## src/rtl/alu_arbiter.sv

```systemverilog
// Two-master valid/ready arbiter and sequencer for the shared 8-bit ALU.
// Define ALU_ARB_RR_EN for round-robin contention; default is fixed priority to master 0.
module alu_arbiter (
   input  logic       clk,
   input  logic       rst_n,
   input  logic       req0_valid,
   output logic       req0_ready,
   input  logic [3:0] req0_op,
   input  logic [7:0] req0_a,
   input  logic [7:0] req0_b,
   input  logic       req1_valid,
   output logic       req1_ready,
   input  logic [3:0] req1_op,
   input  logic [7:0] req1_a,
   input  logic [7:0] req1_b,
   output logic       rsp_valid,
   input  logic       rsp_ready,
   output logic       rsp_id,
   output logic [7:0] rsp_data,
   output logic [3:0] rsp_flags,
   output logic       rsp_err,
   output logic [7:0] alu_a,
   output logic [7:0] alu_b,
   output logic [3:0] alu_s,
   input  logic [7:0] alu_out,
   input  logic       alu_z,
   input  logic       alu_n,
   input  logic       alu_c,
   input  logic       alu_v
);

   typedef enum logic [1:0] {StIdle, StExec, StResp} state_e;

   state_e     state_q, state_d;
   logic [3:0] op_q;
   logic [7:0] a_q, b_q;
   logic       id_q;
   logic       last_grant_q;
   logic       rsp_id_q;
   logic [7:0] rsp_data_q;
   logic [3:0] rsp_flags_q;
   logic       rsp_err_q;
   logic       accept;
   logic       grant1;

   always_comb begin
      state_d    = state_q;
      accept     = 1'b0;
      grant1     = 1'b0;
      req0_ready = 1'b0;
      req1_ready = 1'b0;
      unique case (state_q)
         StIdle: begin
            if (rst_n && (req0_valid || req1_valid)) begin
               accept = 1'b1;
               if (req0_valid && req1_valid) begin
`ifdef ALU_ARB_RR_EN
                  grant1 = ~last_grant_q;
`else
                  grant1 = 1'b0;
`endif
               end else begin
                  grant1 = req1_valid;
               end
               req0_ready = ~grant1;
               req1_ready = grant1;
               state_d    = StExec;
            end
         end
         StExec: state_d = StResp;
         StResp: begin
            if (rsp_ready) state_d = StIdle;
         end
         default: state_d = StIdle;
      endcase
   end

   always_ff @(posedge clk) begin
      if (!rst_n) begin
         state_q      <= StIdle;
         op_q         <= 4'h0;
         a_q          <= 8'h00;
         b_q          <= 8'h00;
         id_q         <= 1'b0;
         last_grant_q <= 1'b1;
         rsp_id_q     <= 1'b0;
         rsp_data_q   <= 8'h00;
         rsp_flags_q  <= 4'h0;
         rsp_err_q    <= 1'b0;
      end else begin
         state_q <= state_d;
         if (accept) begin
            op_q         <= grant1 ? req1_op : req0_op;
            a_q          <= grant1 ? req1_a : req0_a;
            b_q          <= grant1 ? req1_b : req0_b;
            id_q         <= grant1;
            last_grant_q <= grant1;
         end
         if (state_q == StExec) begin
            rsp_id_q <= id_q;
            // Opcodes above 0x8 are not issued; the ALU result is discarded.
            if (op_q <= 4'h8) begin
               rsp_data_q  <= alu_out;
               rsp_flags_q <= {alu_z, alu_n, alu_c, alu_v};
               rsp_err_q   <= 1'b0;
            end else begin
               rsp_data_q  <= 8'h00;
               rsp_flags_q <= 4'h0;
               rsp_err_q   <= 1'b1;
            end
         end
      end
   end

   assign alu_a     = a_q;
   assign alu_b     = b_q;
   assign alu_s     = op_q;
   assign rsp_valid = (state_q == StResp);
   assign rsp_id    = rsp_id_q;
   assign rsp_data  = rsp_data_q;
   assign rsp_flags = rsp_flags_q;
   assign rsp_err   = rsp_err_q;

endmodule

```

## config.mk

```make
export PLATFORM = sky130hd
export DESIGN_NAME = alu_arbiter
export DESIGN_NICKNAME = d
export VERILOG_FILES = /design/src/rtl/alu_arbiter.sv
export SDC_FILE = /design/constraint.sdc
export NUM_CORES = 1
export LEC_CHECK = 0
export ABC_AREA = 1
export BUFFER_PORTS_ARGS = -buffer_cell sky130_fd_sc_hd__buf_2
export CORE_ASPECT_RATIO = 1.2
export CORE_MARGIN = 2
export CORE_UTILIZATION = 47
export DETAILED_ROUTE_END_ITERATION = 8
export PLACE_DENSITY = 0.83
export SLEW_MARGIN = 10
export SYNTH_ARGS = -nofsm -noshare
export SYNTH_HDL_FRONTEND = slang
export SYNTH_SLANG_ARGS = --single-unit
export TNS_END_PERCENT = 5
```

## constraint.sdc

```tcl
create_clock -name clk -period 2.52 [get_ports clk]
set_clock_uncertainty 0.1 [all_clocks]
set_input_delay 0.504 -clock clk [delete_from_list [all_inputs] [get_ports clk]]
set_output_delay 0.504 -clock clk [all_outputs]
set_load 0.02 [all_outputs]
```

# After elaboration in Yosys (flattened, before gate mapping)
# Index checks and enable logic that the tools add are counted.
# word_totals
n_memories	0
in_bits	57
word_cells	38
ramBits	0
romBits	0
ff_bits	37
latchBits	0
# classes
n_shift	0
reduce_logical	5
bitwise	1
n_eq_ne	4
order_cmp	1
n_mux	18
mul	0
div	0
n_addsub	0
# ops
cell	count
$mux 8	3
$mux 1	10
$mux 4	2
$pmux 2 s3	1
$le 4x4->1 const B	1
$mux 2	2
$eq 2x1->1 const B	1
$eq 2x2->1 const B	1
$logic_and 1x1->1	2
$logic_not 2->1	1
$ne 2x1->1 const B	1
$ne 2x2->1 const B	1
$reduce_and 2->1	1
$logic_or 1x1->1	1
$not 1->1	1

# Longest topological paths before layout
# Gate-level depths: netlist (run 1).
# depth
ltp_word	7
depth_mapped	7
mapped_depth_nobuf	6

# Worst setup path before layout (run 1)
# OpenSTA, ideal clock, no wires.
# synth_timing
kind	input port to output port
startpoint	in rst_n
endpoint	out req0_ready
path_slack_ns	0.651
cell_stages	3
required_time_ns	1.916
t_arrival_ns	1.265
path_cell_list	buf_2 > inv_1 > nor3_1
# synth_between
elab_chain_cells	3
# synth_rtl
item	line_no	rtl
from (decl)	5	input logic rst_n,
$logic_and 1x1->1	54	if (rst_n && (req0_valid || req1_valid)) begin
$mux 1	54	
$mux 1	52	unique case (state_q)
to (decl)	7	output logic req0_ready,
# Every way passes these cells.

# Final worst setup path (run 1)
# layout_timing
startpoint	reg state_q[0]
endpoint	out req1_ready
# layout_between
elab_chain_cells	2
# layout_rtl
item	line_no	rtl
from (decl)	34	state_e state_q, state_d;
from (signal assigned)	80	state_q <= StIdle;
from (signal assigned)	91	state_q <= state_d;
$logic_not 2->1	52	
$mux 1	52	
to (decl)	12	output logic req1_ready,
# Every way passes these cells.

==> impl_metrics.ini, run 1 <==
[setup_path]
path_max_fanout = 10
crit_required_ns = 1.92
ff2ff_path_depth = 5
r2r_setup_slack_ns = 0.97
critPathLaunchType = flip-flop
timing.rr.end = alu_a[1]
crit_path_end_kind = primary output
reg2reg_from = state_q[0]
critical_path.slowest_cell = dfxtp_1
crit_chain = nor2_4 -> nand3_2 -> inv_1 -> buf_2
critPathKind = reg2out
crit_arrival_ns = 1.29
startpoint = state_q[0]
cpPeakStageDelay_ns = 0.36

[grt]
grt_pass1_wl_um = 6580
antenna_found_initial = 0
gr-total-overflow = 0
grt_max_degree = 23
grtUsageTotal = 0.206
grt_pass1_vias = 1617

[floorplan]
core_sq_mm = 0.00357
ios = 94
initial_core_util = 0.479
num_rows = 24
dieWidth_um = 59.1
die_y_um = 70.1
die_area_sq_mm = 0.00415

[drt]
vias_per_cell = 4.73
met3_wirelength_um = 229
top_layer_used = met4
met1Wirelength_um = 1720
drc = 0
drt_iter0_markers = 88
drt_pre_antenna_iters = 4
wl_um = 3980
postRouteAntennaNets = 0
wl_met2_um = 1960
via_count = 1812
wl_per_cell_um = 10.4

[synthesis]
ys_seq_elements = 37
synth.distinct_cells = 22
synth_cells = 254
netlist_area_sq_mm = 0.00171
yosys_warnings = 0
seq_area_frac_synth = 0.432
postSynthAreaPerCell_sq_um = 6.74
syn-num-nets = 311

[finish]
fin_area_sq_mm = 0.00226
layout-drive-gt1-share = 0.326
multiInputGateArea_sq_um = 777
synthToLayoutAreaGrowth_pct = 31.8
n_antenna_cell = 0
regArea_sq_um = 741
fillers = 345
nets = 400

[clock_network]
postCtsSetupBuffers = 0
cts_hold_buf = 0
cts_buffer_depth = 2
clock_latency_ns = 0.29
root_buffer = clkbuf_8
numCtsBuffers = 5
clkSinkCount = 37
cts_tree = yes
cts.clk_slew.worst_paths_ns = 0.07
cts_max_level = 2
cts_resized = 0

[sta]
rsz0062_at_grt = false
period_share = 0.751
drv_slew = 0
setup-tns-final_ns = 0
fin_crit_ns = 1.89
timing.fmax_ghz = 0.528
setup_viol_count_final = 0
relSlewSlack = 0.638
hold_viol = 0
max_slew.worst_pin.slew_ns = 0.542
layout_setup_ws_ns = 0.628

[pwr]
p_leak_nw = 1.28
switching_share = 0.301
vdd_drop_max_uv = 311
p_comb_frac = 0.228
internal-power_mw = 1.01
netSwitchingPower_mw = 0.433
clkPwrFrac = 0.311
seq_power_share = 0.460
power_density_mw_per_mm2 = 637

[placed_design]
port-buffer-count = 93
dpl_cell_area_sq_mm = 0.00216
routabilityCongestion = 0.727
dp_hpwl_um = 2990
post-place-ws_ns = 0.686

[outcome]
outcome = finished, final reports clean

[hold_path]
holdPathStages = 2
min_path_type = reg2reg
hold_path_startpoint = id_q
hold_end = id_q

[run]
max-cap-violations = 0
power by group through the flow:
| stage | Combinational [mW] | Sequential [mW] | Clock, mW |
|---|---|---|---|
| floorplan | 0.167 | 0.732 | 0 |
| CTS | 0.333 | 0.663 | 0.461 |
| detailed placement | 0.332 | 0.676 | 0 |
| global placement | 0.326 | 0.675 | 0 |
| global route | 0.369 | 0.668 | 0.475 |
| finish | 0.328 | 0.663 | 0.448 |
registers in the layout, indices dropped and copies added (netlist names), 2 cells and up:
register	count
alu_a	8
alu_b	8
rsp_data	8
alu_s	4
rsp_flags	4
state_q	2
critical path: cells and delay by family, from the launching register on:
| family | cells | cell delay, ns |
|---|---|---|
| buffers and inverters | 2 | 0.25 |
| flip-flops | 1 | 0.36 |
| AND/OR/NAND/NOR | 2 | 0.39 |
cells in the mapped netlist:
cell | number | area, sq um
nand2_1 | 85 | 319
dfxtp_1 | 37 | 741
nor2_1 | 27 | 101
inv_1 | 24 | 90.1
a21oi_1 | 23 | 115
nand3_1 | 13 | 65.1
o21ai_1 | 11 | 55.1
or2_0 | 8 | 50.1
buf_2 | 7 | 35.0
buf_6 | 3 | 33.8
o21ai_0 | 3 | 15.0
buf_4 | 2 | 15.0
inv_2 | 2 | 7.51
clkbuf_1 | 1 | 3.75
clkbuf_2 | 1 | 5.00
clkinv_2 | 1 | 5.00
nand2_2 | 1 | 6.26
nand3_2 | 1 | 10.0
nand3_4 | 1 | 17.5
nor2_2 | 1 | 6.26
nor2_4 | 1 | 11.3
nor3_1 | 1 | 5.00
kinds of logic after synthesis:
family          count (synthesis)  synth area share
compound gates                 37             0.108
buf+inv                        41             0.114
flops                          37             0.432
simple gates                  139             0.346
area by class of cell:
cell class	count	area share
tap	39	0.0216
clock buffer	7	0.0427
inverter	27	0.0454
sequential	37	0.328
clock inverter	1	0.00222
timing repair buffer	96	0.216
multi-input combinational	176	0.344
cell usage in the layout, fill, tap and decap left out, drive strengths merged:
cell	n
clkbuf	7
or2	8
nor3	1
inv	26
buf	96
nand3	15
nor2	29
clkinv	2
a21oi	23
nand2	86
o21ai	14
dfxtp	37
stage by stage:
stage / instances / power [mW] / hold WS, ns / utilization
2_1_floorplan: 254 / 0.899 / 0.336 / -
3_3_place_gp: 375 / 1.00 / 0.348 / 0.604
3_5_place_dp: 375 / 1.01 / 0.353 / 0.604
4_1_cts: 383 / 1.46 / 0.358 / 0.632
5_1_grt: 383 / 1.51 / 0.382 / 0.632
6_report: 383 / 1.44 / 0.358 / 0.632
worst max path at each step:
stage / to / slack (ns) / cells after the start
2_1_floorplan: req0_ready / 0.65 / 3
4_1_cts: req1_ready / 0.62 / 4
3_5_place_dp: req1_ready / 0.69 / 4
5_1_grt: req1_ready / 0.55 / 4
3_3_place_gp: req1_ready / 0.68 / 4
6_report: req1_ready / 0.63 / 4
per-layer routing:
layer / global-route usage / vias up
li1: - / 957
met5: 0 / -
met4: 0.104 / 0
met2: 0.354 / 60
met1: 0.222 / 789
met3: 0.0611 / 6
Power figures use the tool's default switching activity.
==> inputs of run 2 (changes only) <==
--- a/config.mk
+++ b/config.mk
@@ -9,9 +9,9 @@
 export BUFFER_PORTS_ARGS = -buffer_cell sky130_fd_sc_hd__buf_2
 export CORE_ASPECT_RATIO = 1.2
 export CORE_MARGIN = 2
-export CORE_UTILIZATION = 47
+export CORE_UTILIZATION = 44
 export DETAILED_ROUTE_END_ITERATION = 8
-export PLACE_DENSITY = 0.83
+export PLACE_DENSITY = 0.78
 export SLEW_MARGIN = 10
 export SYNTH_ARGS = -nofsm -noshare
 export SYNTH_HDL_FRONTEND = slang
==> constraint.sdc (replaced) <==
create_clock -name clk -period 1.8 [get_ports clk]
set_clock_uncertainty 0.1 [all_clocks]
set_input_delay 0.36 -clock clk [delete_from_list [all_inputs] [get_ports clk]]
set_output_delay 0.36 -clock clk [all_outputs]
set_load 0.02 [all_outputs]
==> run 2 against run 1 <==
Effect of this change: sequential power grew 40%; count of clock-buffer cells in the layout stayed put; clock power grew 27%; critical path type unchanged; largest cell class unchanged; largest power group unchanged.
==> impl_metrics.ini, run 2 (synthesis results as in run 1) <==
[outcome]
outcome = finished, final reports clean

[clock_network]
postCtsSetupBuffers = 0
numCtsBuffers = 5
cts_max_level = 2
cts.clk_slew.worst_paths_ns = 0.06
cts_hold_buf = 0
cts_tree = yes
clock_latency_ns = 0.29
clkSinkCount = 37
cts_buffer_depth = 2
root_buffer = clkbuf_8
cts_resized = 0

[floorplan]
ios = 94
dieWidth_um = 61.0
die_area_sq_mm = 0.00441
die_y_um = 72.4
num_rows = 24
core_sq_mm = 0.00369
initial_core_util = 0.464

[setup_path]
ff2ff_path_depth = 5
path_max_fanout = 3
critPathLaunchType = flip-flop
timing.rr.end = rsp_err
reg2reg_from = state_q[1]
crit_arrival_ns = 1.23
r2r_setup_slack_ns = 0.35
crit_required_ns = 1.34
crit_path_end_kind = primary output
critPathKind = reg2out

[hold_path]
holdPathStages = 4
hold_end = state_q[1]
hold_path_startpoint = rsp_ready
min_path_type = in2reg

[drt]
drt_iter0_markers = 74
wl_um = 4290
drc = 0
wl_per_cell_um = 10.7
vias_per_cell = 4.51
drt_pre_antenna_iters = 4
postRouteAntennaNets = 0
via_count = 1800

[sta]
timing.fmax_ghz = 0.591
relSlewSlack = 0.717
setup_viol_count_final = 0
period_share = 0.939
rsz0062_at_grt = false
fin_crit_ns = 1.69
layout_setup_ws_ns = 0.109
setup-tns-final_ns = 0
max_slew.worst_pin.slew_ns = 0.424
hold_viol = 0
drv_slew = 0

[finish]
nets = 404
fillers = 387
fin_area_sq_mm = 0.00229
mostFrequentLayoutCells = buf_2, nand2_1, dfxtp_1
final_common_cell = buf_2
n_antenna_cell = 0
layout-drive-gt1-share = 0.329
synthToLayoutAreaGrowth_pct = 33.7
fin_cells = 399

[pwr]
netSwitchingPower_mw = 0.597
total_power_mw = 1.97
internal-power_mw = 1.37
clkPwrFrac = 0.290
p_comb_frac = 0.239
p_leak_nw = 1.29
switching_share = 0.303
power_density_mw_per_mm2 = 860
seq_power_share = 0.471
vdd_drop_max_uv = 538

[placed_design]
routabilityCongestion = 0.781
dp_hpwl_um = 3240
post-place-ws_ns = 0.351
dpl_cell_area_sq_mm = 0.00220
dp.cells = 392
port-buffer-count = 93

[run]
max-cap-violations = 0

[grt]
met1_usage = 0.238
met2_usage = 0.341
grt_pass1_vias = 1657
gr-total-overflow = 0
grtUsageTotal = 0.206
grtUsageMet3 = 0.0713
grt_pass1_wl_um = 6930
grt_max_degree = 22
top_usage_layer = met2
antenna_found_initial = 0
[run 2: cell count changes in the layout (fill, tap and decap cells not counted), sizes merged]
cell and delta:
clkinv -1, buf +4
[run 2: power groups by stage]
stage | combinational, mW | clock (mW) | sequential (mW)
after CTS | 0.476 | 0.589 | 0.928
after floorplan | 0.234 | 0 | 1.03
after detailed placement | 0.476 | 0 | 0.945
final | 0.471 | 0.571 | 0.928
after global placement | 0.466 | 0 | 0.945
after global routing | 0.528 | 0.618 | 0.936
[run 2: per-stage QoR]
| stage | util | hold WS [ns] |
|---|---|---|
| final | 0.620 | 0.232 |
| after global routing | 0.620 | 0.240 |
| after CTS | 0.620 | 0.228 |
| after detailed placement | 0.597 | 0.353 |
| after global placement | 0.597 | 0.344 |
| after floorplan | - | 0.336 |
[run 2: final cells by class]
type                       count  area, sq um  share of cell area
timing repair buffer         100          518               0.226
multi-input combinational    176          777               0.339
sequential                    37          741               0.323
inverter                      27          103              0.0448
clock buffer                   7         86.3              0.0377
tap                           52         65.1              0.0284
[run 2: layer usage]
layer / share of wire / vias to the layer above
li1: - / 964
met1: 0.43 / 770
met2: 0.48 / 60
met3: 0.073 / 6
met4: 0.016 / 0
met5: 0 / -
[run 2: how the worst max path moves through the flow]
stage | slack, ns | start | to
6_report | 0.11 | state_q[0] | req0_ready
3_3_place_gp | 0.32 | rst_n | req0_ready
5_1_grt | 0.05 | state_q[0] | req0_ready
3_5_place_dp | 0.35 | rst_n | req0_ready
2_1_floorplan | 0.22 | rst_n | req0_ready
4_1_cts | 0.11 | state_q[0] | req0_ready
[run 2: critical path, cell delays in order, from the launching register on]
cell	delay, ns
dfxtp_1	0.35
nor2_4	0.17
inv_1	0.05
nor3_1	0.16
buf_2	0.21
